## src/rtl/fifo_wr_arbiter.sv

```systemverilog
// rtl/fifo_wr_arbiter.sv - round-robin burst arbiter sharing one FIFO write port
//
// Shares a single FIFO write port (winc/wdata/wfull) among NREQ requesters.
// Ownership is granted round-robin in bursts of at most BURST_LEN words.
// A full FIFO stalls the owner without releasing it.
//
// Ports:
//   wclk      write-domain clock, all state on the rising edge
//   wrst_n    asynchronous active-low reset
//   req       per-requester request, held while a word is offered
//   req_data  packed words, requester k at [k*DSIZE +: DSIZE]
//   ack       one-hot, high when the owner's word is written this cycle
//   gnt       registered one-hot owner, zero when idle
//   winc      FIFO write enable
//   wdata     FIFO write data (owner's word, zero when idle)
//   wfull     FIFO full flag
//   busy      registered, high while a grant is held
module fifo_wr_arbiter #(
  parameter int DSIZE     = 8,
  parameter int NREQ      = 4,
  parameter int BURST_LEN = 4
) (
  input  logic                    wclk,
  input  logic                    wrst_n,
  input  logic [NREQ-1:0]         req,
  input  logic [NREQ*DSIZE-1:0]   req_data,
  output logic [NREQ-1:0]         ack,
  output logic [NREQ-1:0]         gnt,
  output logic                    winc,
  output logic [DSIZE-1:0]        wdata,
  input  logic                    wfull,
  output logic                    busy
);

  localparam int CW = $clog2(BURST_LEN + 1);
  localparam int IW = $clog2(NREQ);

  typedef enum logic {
    IDLE  = 1'b0,
    BURST = 1'b1
  } state_t;

  state_t          state, state_n;
  logic [IW-1:0]   owner, owner_n;
  logic [IW-1:0]   last, last_n;
  logic [CW-1:0]   cnt, cnt_n;
  logic            hold, hold_n;
  logic [NREQ-1:0] gnt_n;
  logic            busy_n;

  logic [IW-1:0]   arb_base;
  logic [IW-1:0]   arb_idx;
  logic [IW-1:0]   cand;
  logic            arb_found;

  logic            owner_req;
  logic            xfer;
  logic            burst_done;
  logic            rel;

  // Round-robin search starting just after the base; the base itself is
  // visited last, so it only wins when nobody else is requesting.
  always_comb begin
    arb_base  = (state == BURST) ? owner : last;
    arb_found = 1'b0;
    arb_idx   = '0;
    cand      = '0;
    for (int i = 1; i <= NREQ; i++) begin
      cand = IW'((int'(arb_base) + i) % NREQ);
      if (!arb_found && req[cand]) begin
        arb_found = 1'b1;
        arb_idx   = cand;
      end
    end
  end

  // A re-grant to the same owner spends one cycle in hold, which gives the
  // one-word gap between back-to-back bursts of a lone requester.
  always_comb begin
    owner_req  = |(req & gnt);
    xfer       = busy & ~hold & owner_req & ~wfull;
    burst_done = xfer && (cnt == CW'(BURST_LEN - 1));
    rel        = burst_done || !owner_req;
  end

  // State register
  always_ff @(posedge wclk or negedge wrst_n) begin
    if (!wrst_n) begin
      state <= IDLE;
      owner <= '0;
      last  <= IW'(NREQ - 1);
      cnt   <= '0;
      hold  <= 1'b0;
      gnt   <= '0;
      busy  <= 1'b0;
    end else begin
      state <= state_n;
      owner <= owner_n;
      last  <= last_n;
      cnt   <= cnt_n;
      hold  <= hold_n;
      gnt   <= gnt_n;
      busy  <= busy_n;
    end
  end

  // Next-state logic
  always_comb begin
    state_n = state;
    owner_n = owner;
    last_n  = last;
    cnt_n   = cnt;
    hold_n  = 1'b0;
    case (state)
      IDLE: begin
        if (arb_found) begin
          state_n = BURST;
          owner_n = arb_idx;
          cnt_n   = '0;
        end
      end
      BURST: begin
        if (xfer) begin
          cnt_n = cnt + CW'(1);
        end
        if (rel) begin
          last_n = owner;
          cnt_n  = '0;
          if (!arb_found) begin
            state_n = IDLE;
          end else begin
            owner_n = arb_idx;
            hold_n  = (arb_idx == owner);
          end
        end
      end
      default: begin
        state_n = IDLE;
      end
    endcase
    gnt_n  = (state_n == BURST) ? (NREQ'(1) << owner_n) : '0;
    busy_n = (state_n == BURST);
  end

  // Output logic; gnt is one-hot or zero, so the AND-OR mux yields zero idle.
  always_comb begin
    winc  = xfer;
    ack   = xfer ? gnt : '0;
    wdata = '0;
    for (int k = 0; k < NREQ; k++) begin
      if (gnt[k]) begin
        wdata = wdata | req_data[k*DSIZE +: DSIZE];
      end
    end
  end

endmodule
```

## config.mk

```make
export PLATFORM = sky130hd
export DESIGN_NAME = fifo_wr_arbiter
export DESIGN_NICKNAME = d
export VERILOG_FILES = /design/src/rtl/fifo_wr_arbiter.sv
export SDC_FILE = /design/constraint.sdc
export NUM_CORES = 1
export LEC_CHECK = 0
export CAP_MARGIN = 10
export CORE_ASPECT_RATIO = 0.75
export CORE_MARGIN = 5
export CORE_UTILIZATION = 34
export DETAILED_ROUTE_END_ITERATION = 7
export PLACE_DENSITY = 0.76
export SLEW_MARGIN = 20
export SYNTH_ARGS = -nofsm -noshare
export SYNTH_HDL_FRONTEND = slang
export SYNTH_SLANG_ARGS = --single-unit
```

## constraint.sdc

```tcl
create_clock -name wclk -period 1.58 [get_ports wclk]
set_input_delay 0.316 -clock wclk [delete_from_list [all_inputs] [get_ports wclk]]
set_output_delay 0.316 -clock wclk [all_outputs]
set_load 0.01 [all_outputs]
```

# Yosys cells after proc, flatten, opt, wreduce, memory -nomap -nowiden

Index checks and enable logic that the tools add are counted.

Bits in registers: 13
Bits in latches: 0
Memory bits (writable): 0
Bits in read-only memories: 0
Input port bits: 39
Output and inout bits: 18
Logic and storage cells: 78
Memories: 0

Add/subtract/negate cells: 5
$mul: 0
Div/mod/pow operators: 0
Magnitude comparators: 4
Equal/unequal tests: 4
Shifts and indexed selects: 1
Muxes and demuxes: 36
Bitwise logic cells: 10
Reduce and logical (&&, ||, !) cells: 12

Operator list:

| operator            | count |
|---|---|
| $mux 8              | 4 |
| $or 8x8->8          | 3 |
| $mux 2              | 7 |
| $mux 1              | 13 |
| $lt 2x3->1 const B  | 4 |
| $mux 3              | 3 |
| $bmux 1 s2          | 4 |
| $mux 4              | 2 |
| $pmux 3 s2          | 1 |
| $add 2x1->2 const B | 2 |
| $add 2x2->2 const B | 2 |
| $and 4x4->4         | 1 |
| $logic_and 1x1->1   | 4 |
| $logic_not 1->1     | 4 |
| $pmux 2 s2          | 1 |
| $reduce_and 2->1    | 2 |
| $reduce_or 4->1     | 1 |
| $shl 1x2->4 const A | 1 |
| $add 3x1->3 const B | 1 |
| $and 1x1->1         | 3 |
| $eq 3x2->1 const B  | 1 |
| $ne 3x1->1 const B  | 1 |
| $not 1->1           | 3 |
| $eq 2x2->1          | 1 |
| 3 further kinds     | 3 |

# Depth between registers and ports, before layout

Gate-level depths: netlist of run 1.

Word-level depth: 19
Depth in mapped cells: 7
Gate-level depth less buffers: 6

# Least setup slack after synthesis of run 1

OpenSTA, ideal clock, no wires.

Kind: reg2out
Start point: reg gnt[2]
End point: out ack[0]
Arrival: 1.347 ns
Data required time: 1.264 ns
Slack: -0.083 ns
Stages on the path, launching flop included: 5
Buffers on the path: 1
Cells stage by stage: dfrtp_1 -> buf_2 -> a22oi_1 -> a21oi_1 -> and2_1

Word-level cells in the longest chain between the ends: 5

RTL lines:

| what                      | line | RTL |
|---|---|---|
| start, declared           | 28   | `output logic [NREQ-1:0] gnt,` |
| start signal, assigned    | 102  | `gnt <= gnt_n;` |
| $and 4x4->4               | 80   | `owner_req = \|(req & gnt);` |
| $reduce_or 4->1           | 80   |  |
| $and 1x1->1 (2 in series) | 81   | `xfer = busy & ~hold & owner_req & ~wfull;` |
| via winc                  | 29   | `output logic winc,` |
| $mux 4                    | 148  | `ack = xfer ? gnt : '0;` |
| end, declared             | 27   | `output logic [NREQ-1:0] ack,` |

The timed path passes the listed nets, and every way through them passes these cells.

# Final worst setup path of run 1

Start point: reg gnt[2]
End point: out ack[1]

Word-level cells in the longest chain between the ends: 5

RTL lines:

| what                      | line |
|---|---|
| $and 4x4->4               | 80 |
| $reduce_or 4->1           | 80 |
| $and 1x1->1 (2 in series) | 81 |
| $mux 4                    | 148 |

No other way between the ends.

==> results of run 1 <==
[cells by family (layout without fill, tap and decap cells)]
family | Yosys count | after routing
muxes | 9 | 9
buffers and inverters | 12 | 94
and+or+nand+nor | 35 | 35
adders and majority gates | 2 | 2
AOI/OAI and AO/OA | 37 | 37
xor gates and xnor gates | 2 | 2
DFF | 13 | 13
[flip-flops by register name, indices dropped and copies added, names as in the netlist]
register  cells
cnt           3
gnt           4
hold          1
last          2
owner         2
state         1
[cells in the final DEF (no fill, tap or decap), types with 2 or more instances in the layout]
cell             synthesis  routed
a22oi_1                 19       3
a22oi_2                  0      16
and2_4                   0       4
buf_2                    4       2
buf_4                    1      23
buf_6                    2      11
clkbuf_2                 1       6
clkbuf_8                 0       3
clkdlybuf4s50_1          0      33
dfrtp_1                 11      11
dfstp_2                  2       2
dlygate4sd2_1            0      10
ha_2                     0       2
inv_1                    4       3
mux2_1                   2       2
mux2_4                   1       2
mux2i_1                  5       4
nand2_1                 15      13
nand2_2                  0       2
nand2b_1                 4       3
nand3_1                  3       3
nand3b_1                 2       2
nor2_1                   4       3
o21ai_1                  3       3
o31ai_4                  0       2
xnor2_1                  2       2
[metrics by stage]
stage               util (%)  area, sq um  hold WS, ns  instances  worst slack, ns
finish                  69.4         2010        0.453        230           -0.158
global route            69.4         2010        0.488        230           -0.206
CTS                     63.3         1830        0.470        225           -0.125
detailed placement      59.8         1730        0.508        218           -0.670
global placement        59.8         1730        0.494        218           -0.617
floorplan                  -         1020       0.0204        110           0.0124
[layer usage]
layer,wire [um],GRT usage [%],share of wire [%],vias up
met5,0,0,0,-
met3,401,4.93,9.9,8
met2,1910,29.7,47,67
met1,1680,21.4,42,604
met4,61,3.68,1.5,0
li1,-,-,-,576
[power breakdown]
part | switching, uW | internal (uW)
registers | 111 | 466
clock network | 119 | 178
logic | 995 | 1100
[worst paths after layout]
path                       startpoint       end  cells past startpoint
setup / recovery               gnt[2]    ack[1]                      5
hold / removal                 wrst_n  owner[0]                      1
setup reg to reg              last[0]    gnt[0]                      5
hold reg to reg                cnt[2]    cnt[2]                      2
max in group asynchronous      wrst_n    gnt[2]                      1
min in group wclk              cnt[2]    cnt[2]                      2
[layout make-up]
cell class / count / area [sq um]
fillers: 208 / 886
multi-input cells: 85 / 802
repair buffers: 86 / 769
flip-flops and latches: 13 / 328
well taps: 38 / 47.5
clock buffers: 4 / 45.0
inverters: 4 / 15.0
[repair_timing]
item                                    in CTS  in global routing
endpoints found under the setup margin      30                 25
setup buffers                                3                  5
gates cloned                                 0                  0
gates resized for setup                     60                 50
pin swaps                                   13                  8
==> run metrics, run 1 <==
Initial Util=34.7%; Final WS setup=-0.158 ns; Post-DP HPWL=2920 um; power density cells=1480 nW/um^2; worst vdd ir=0.00108 V; status=complete, but fails checks; synthesized area per cell=9.13 sq um; syn nets=151; CTS Sinks=13; failing checks=negative setup slack; Die ar.=4150 sq um; simple-gate area share of the yosys netlist=17.6%; worst path cell trace=a22oi_2 -> a21oi_4 -> buf_6 -> and2_4 -> buf_6; vias in the first global route=1211; Final nets=234; most numerous cell in the Yosys netlist=a22oi_1; worst-skew pair later-pin latency=0.24 ns; WL/cell=17.6 um; Max Fanout on Critical Path=3; post-synthesis mux area share=9.84%; cts hold-fix bufs=0; Root Buffer=clkbuf_8; Row Count=17; Vias=1255; Die Height=57.1 um; Synth top area share=27.4%; Worst Path Arrival=1.42 ns; Slew Limit Headroom=59.7%; startpoint types=flip-flop; IO Pins=57; TritonCTS clock tree=yes; port buffer count=56; Critical-path top delay cell=dfrtp_1; Max-cap violations=0; largest family of logic cells by synthesized area=compound AO/OA/AOI/OAI gates; Core Footprint=2890 sq um; layout cells sized above 1=46.4%; CP required=1.26 ns; Post-synth EDFFs=0; Final Skew=0.00559 ns; Mapped Cells=110; GP Congestion=0.923; Residual DRC=0; Fin. Hold Viols=0; Max stage delay on crit path=0.39 ns; count of cell types in the netlist=35; Routed Antenna Nets=0; Least-Margin Pin Slew=0.602 ns; asr flop ratio synth=100%; Synth Area in XOR/XNOR=1.74%; Synth Area in Compound Gates=28.8%; initial antenna violation count=0; RSZ-0062 raised after global routing=yes; fin crit period=1.74 ns; setup tns final=-0.846 ns; clock slew at reported path FFs=0.06 ns; CP top delay family=compound AO/OA/AOI/OAI gates; Final Max Slew Viols=0; Yosys reg bits=13; TritonRoute pass-1 iters=4; fin crit share=110%; most used cell, CP=buf_6; GRT overflow=0; Main synth FF type=dfrtp_1; largest net degree at the start of global routing=14; Worst Setup End Kind=output pin; adder-cell share of the synthesized area=2.49%; largest area contributor in the synthesized netlist=dfrtp_1; yosys warns=0; DRT Wirelength=4050 um; Chip Width=72.8 um; H-Tree Depth=1; Setup CP Type=flip-flop to output pin; commonest cells in the synthesized netlist=a22oi_1, nand2_1, dfrtp_1, and2_1, mux2i_1; WP buf/inv=2; Area Growth Syn to Fin=99.8%; Antenna Cells=0; CTS buffer count=3; Tot GR Track Use=17.2%; Hold Crit Class=input port to async pin; leakage=0.000872 uW; Tot Pwr=2970 uW; final setup fails=12; DRT iter0 DRCs=31; fmax=575 MHz; post-synthesis sequential area ratio=32.6%; reg2reg setup slack=-0.10 ns; synth top area cells=dfrtp_1, a22oi_1, nand2_1; Avg Vias per Cell=5.46; clk buf depth=2; Post-Syn Area=1000 sq um; first-pass GRT wire length=5650 um
Power figures use the tool's default switching activity.
==> run 2: changes to the inputs <==
--- a/config.mk
+++ b/config.mk
@@ -15,3 +15,4 @@
 export SYNTH_ARGS = -nofsm -noshare
 export SYNTH_HDL_FRONTEND = slang
 export SYNTH_SLANG_ARGS = --single-unit
+export TNS_END_PERCENT = 1
==> run metrics, run 2 (synthesized netlist as in run 1, its figures left out) <==
status=complete, but fails checks; failing checks=negative setup slack; first-pass GRT wire length=5600 um; Root Buffer=clkbuf_8; worst vdd ir=0.00100 V; Tot GR Track Use=16.9%; Final Max Slew Viols=0; register with the most flip-flops=gnt; Routed Antenna Nets=0; worst-skew pair later-pin latency=0.24 ns; WP buf/inv=2; RSZ-0062 raised after global routing=yes; Seq. cell area=328 sq um; most frequent cells in the layout=clkdlybuf4s50_1, buf_4, a22oi_1; Avg Vias per Cell=5.17; Area Growth Syn to Fin=81.9%; Critical-path top delay cell=dfrtp_1; TritonCTS clock tree=yes; Worst Setup End Kind=output pin; port buffer count=56; final hold slack=0.301 ns; Setup CP Type=flip-flop to output pin; GRT overflow=0; Residual DRC=0; Int Pwr=1560 uW; layout cells sized above 1=31.6%; area of the multi-input gates=662 sq um; fin crit share=110%; fmax=578 MHz; FILL cells=253; CP top delay family=flip-flops; commonest non-fill, non-tap cell in the layout=clkdlybuf4s50_1; Hold Crit Class=input port to async pin; DRT iter0 DRCs=30; Worst Path Arrival=1.41 ns; clock slew at reported path FFs=0.06 ns; Final nets=232; Final WS setup=-0.150 ns; Final Skew=0.00601 ns; sequential group share of total power=22.2%; largest net degree at the start of global routing=11; Core Footprint=2890 sq um; Slew Limit Headroom=74.1%; Clk pwr share=11.2%; Sw Ratio=40.7%; Max stage delay on crit path=0.41 ns; Die ar.=4150 sq um; WL/cell=15.7 um; Die Height=57.1 um; power density cells=1440 nW/um^2; Initial Util=34.7%; CTS Sinks=13; final setup fails=19; Least-Margin Pin Slew=0.389 ns; Vias=1179; initial antenna violation count=0; Tot Pwr=2630 uW; leakage=0.000852 uW; CP required=1.26 ns; vias in the first global route=1211; Max Fanout on Critical Path=4; fin crit period=1.73 ns; setup tns final=-0.856 ns; cts hold-fix bufs=0; Post-DP HPWL=2810 um; number of flip-flops in the largest register=4; Fin. Hold Viols=0; Row Count=17; Sw Pwr=1070 uW; Comb pwr share=66.6%; CTS buffer count=3; DRT Wirelength=3580 um; clk buf depth=2; top flop regs=gnt (4), cnt (3); startpoint types=flip-flop; Antenna Cells=0; GP Congestion=0.922; Chip Width=72.8 um; H-Tree Depth=1; TritonRoute pass-1 iters=4; Max-cap violations=0; IO Pins=57; worst path cell trace=a22oi_2 -> a21oi_2 -> buf_4 -> and2_4 -> buf_6
-- run 2: cell types whose count changed in the layout (fill, tap and decap cells not counted), moves of 3 or more --
cell     previous run  this run
a22oi_1             3        17
a22oi_2            16         2
buf_6              11         5
and2_4              4         1
-- run 2: what timing repair did --
action,CTS,global route
pin swaps,11,3
setup buffers,2,0
resized for setup,53,12
setup endpoints to repair,30,25
-- run 2: path summary, 6_finish.rpt --
path	start	end	slack, ns	cells past startpoint
worst max-delay path	gnt[0]	ack[3]	-0.15	5
worst min-delay path	wrst_n	owner[1]	0.30	1
worst max register to register	cnt[0]	cnt[2]	-0.07	6
worst min register to register	cnt[2]	cnt[2]	0.52	2
max in group asynchronous	wrst_n	cnt[2]	0.88	2
min in group wclk	cnt[2]	cnt[2]	0.52	2
-- run 2: power by group through the flow --
stage | Clock [uW] | Sequential (uW) | Combinational, uW
after floorplan | 0 | 548 | 998
after global placement | 0 | 571 | 1710
after detailed placement | 0 | 576 | 1750
after CTS | 301 | 580 | 1750
after global routing | 326 | 601 | 1890
final | 295 | 582 | 1750
-- run 2: final cells by class --
class / instances / area share (%)
clock buffer: 4 / 2.46
timing repair buffer: 84 / 40.0
multi-input combinational: 85 / 36.2
inverter: 4 / 0.821
tap: 38 / 2.60
sequential: 13 / 17.9
-- run 2: stage by stage --
| stage | area (sq um) | util (%) | std cells | setup slack [ns] |
|---|---|---|---|---|
| after floorplan | 1010 | - | 110 | -0.0554 |
| after global placement | 1760 | 60.7 | 222 | -0.597 |
| after detailed placement | 1760 | 60.7 | 222 | -0.619 |
| after CTS | 1840 | 63.5 | 228 | -0.115 |
| after global routing | 1830 | 63.2 | 228 | -0.189 |
| final | 1830 | 63.2 | 228 | -0.150 |
-- run 2: per-layer routing --
layer | global-route usage, % | part of all wire [%] | wire length [um]
met2 | 31.7 | 51 | 1830
met5 | 0 | 0 | 0
met1 | 18.9 | 41 | 1450
met4 | 2.89 | 0.62 | 22
met3 | 5.28 | 7.7 | 277
-- run 2: worst reg2reg max path, delay by kind of cell (launching register included) --
family / cells / cell delay, ns
adder cells (fa/ha/maj): 2 / 0.39
AO/OA/AOI/OAI: 2 / 0.39
AND/OR/NAND/NOR: 2 / 0.41
flip-flops: 1 / 0.38
==> run 3: changes to the inputs <==
--- a/config.mk
+++ b/config.mk
@@ -8,9 +8,10 @@
 export CAP_MARGIN = 10
 export CORE_ASPECT_RATIO = 0.75
 export CORE_MARGIN = 5
-export CORE_UTILIZATION = 34
+export CORE_UTILIZATION = 48
 export DETAILED_ROUTE_END_ITERATION = 7
-export PLACE_DENSITY = 0.76
+export DONT_BUFFER_PORTS = 1
+export PLACE_DENSITY = 0.65
 export SLEW_MARGIN = 20
 export SYNTH_ARGS = -nofsm -noshare
 export SYNTH_HDL_FRONTEND = slang
==> run metrics, run 3 (synthesized netlist as in run 1, its figures left out) <==
status=complete, but fails checks; failing checks=negative setup slack; Routed Antenna Nets=0; Non-Filler Instances=148; pre-CTS WS=-0.0736 ns; DRT Wirelength=2650 um; Final Max Slew Viols=0; Final nets=166; clk buf depth=2; Tot Pwr=2190 uW; Slew Limit Headroom=63.2%; Hold Crit Class=input port to flip-flop; worst-skew pair later-pin latency=0.26 ns; Core Footprint=2000 sq um; fmax=601 MHz; Seq. cell area=329 sq um; Fin. Hold Viols=0; initial antenna violation count=0; leakage=0.000540 uW; setup tns final=-0.273 ns; Antenna Cells=0; Chip Width=62.8 um; Max-cap violations=0; Least-Margin Pin Slew=0.550 ns; fin crit period=1.66 ns; top flop regs=gnt (4), cnt (3); FILL cells=168; Residual DRC=0; final setup fails=4; Worst Setup End Kind=flip-flop; port buffer count=0; GP Congestion=0.873; Post-DP HPWL=2180 um; Row Count=14; Vias=924; IO Pins=57; Final Skew=0.00501 ns; startpoint types=flip-flop; H-Tree Depth=1; CTS Sinks=13; post-route cell area=1230 sq um; first-pass GRT wire length=4090 um; Avg Vias per Cell=6.24; power density cells=1780 nW/um^2; WL/cell=17.9 um; number of flip-flops in the largest register=4; Area Growth Syn to Fin=22.5%; vias in the first global route=837; clock slew at reported path FFs=0.07 ns; CP required=1.75 ns; placed cell count=142; worst vdd ir=0.00121 V; layout cells sized above 1=34.7%; register with the most flip-flops=gnt; Initial Util=50.3%; Worst Path Arrival=1.84 ns; largest net degree at the start of global routing=14; Max Fanout on Critical Path=5; Die ar.=3120 sq um; Die Height=49.6 um; GRT overflow=0; DP Area=1100 sq um; TritonRoute pass-1 iters=4; Tot GR Track Use=16.1%; TritonCTS clock tree=yes; most frequent cells in the layout=a22oi_1, buf_4, nand2_1; Final WS setup=-0.0843 ns; CTS buffer count=3; Setup CP Type=flip-flop to flip-flop; fin crit share=105%; DRT iter0 DRCs=39; RSZ-0062 raised after global routing=yes; area of the multi-input gates=689 sq um; Root Buffer=clkbuf_4
run 3: cell count changes in the layout (fill, tap and decap cells not counted), moves of 4 or more:
cell,before,now
clkbuf_2,5,0
dlygate4sd2_1,12,0
buf_4,25,16
buf_6,5,1
clkdlybuf4s50_1,33,0
run 3: what timing repair did:
item,CTS,global route
pin swaps,4,4
gates cloned,0,0
endpoints found under the hold margin,13,0
buffers inserted,0,1
hold buffers,1,0
endpoints found under the setup margin,14,16
gates resized for setup,7,13
run 3: metrics by stage:
step,utilization [%],hold slack [ns]
after CTS,58.4,0.252
final,61.7,0.247
after global routing,61.7,0.254
after floorplan,-,0.0204
after detailed placement,55.3,0.0206
after global placement,55.3,0.0206
run 3: area by class of cell:
| cell class | count | share of cell area [%] |
|---|---|---|
| clock buffers | 4 | 2.13 |
| inverters | 4 | 1.22 |
| multi-input cells | 85 | 56.0 |
| repair buffers | 18 | 11.5 |
| well taps | 24 | 2.44 |
| flip-flops and latches | 13 | 26.7 |
run 3: layer usage:
| layer | global-route usage, % | routed length [um] |
|---|---|---|
| met1 | 22.7 | 1100 |
| met2 | 25.0 | 1330 |
| met3 | 5.23 | 207 |
| met4 | 1.06 | 17 |
| met5 | 0 | 0 |
run 3: critical path, stage by stage (launching register included):
cell and delay, ns:
dfstp_2 0.57, mux2i_1 0.08, mux2_4 0.29, a221oi_4 0.36, xnor2_1 0.12, nor4_2 0.15
run 3: path summary, 6_finish.rpt:
path / cells after the start / slack (ns) / end / startpoint
max in group asynchronous: 1 / 0.72 / state / wrst_n
setup reg to reg: 5 / -0.08 / hold / last[1]
min in group asynchronous: 1 / 0.47 / owner[1] / wrst_n
hold reg to reg: 2 / 0.53 / cnt[2] / cnt[2]
hold / removal: 2 / 0.25 / state / req[3]
setup / recovery: 5 / -0.08 / hold / last[1]
run 3: power by group:
part	switching, uW	leakage (uW)	internal, uW
sequential	122	0.000161	465
clock	91.1	0.0000150	97.6
combinational	737	0.000364	672
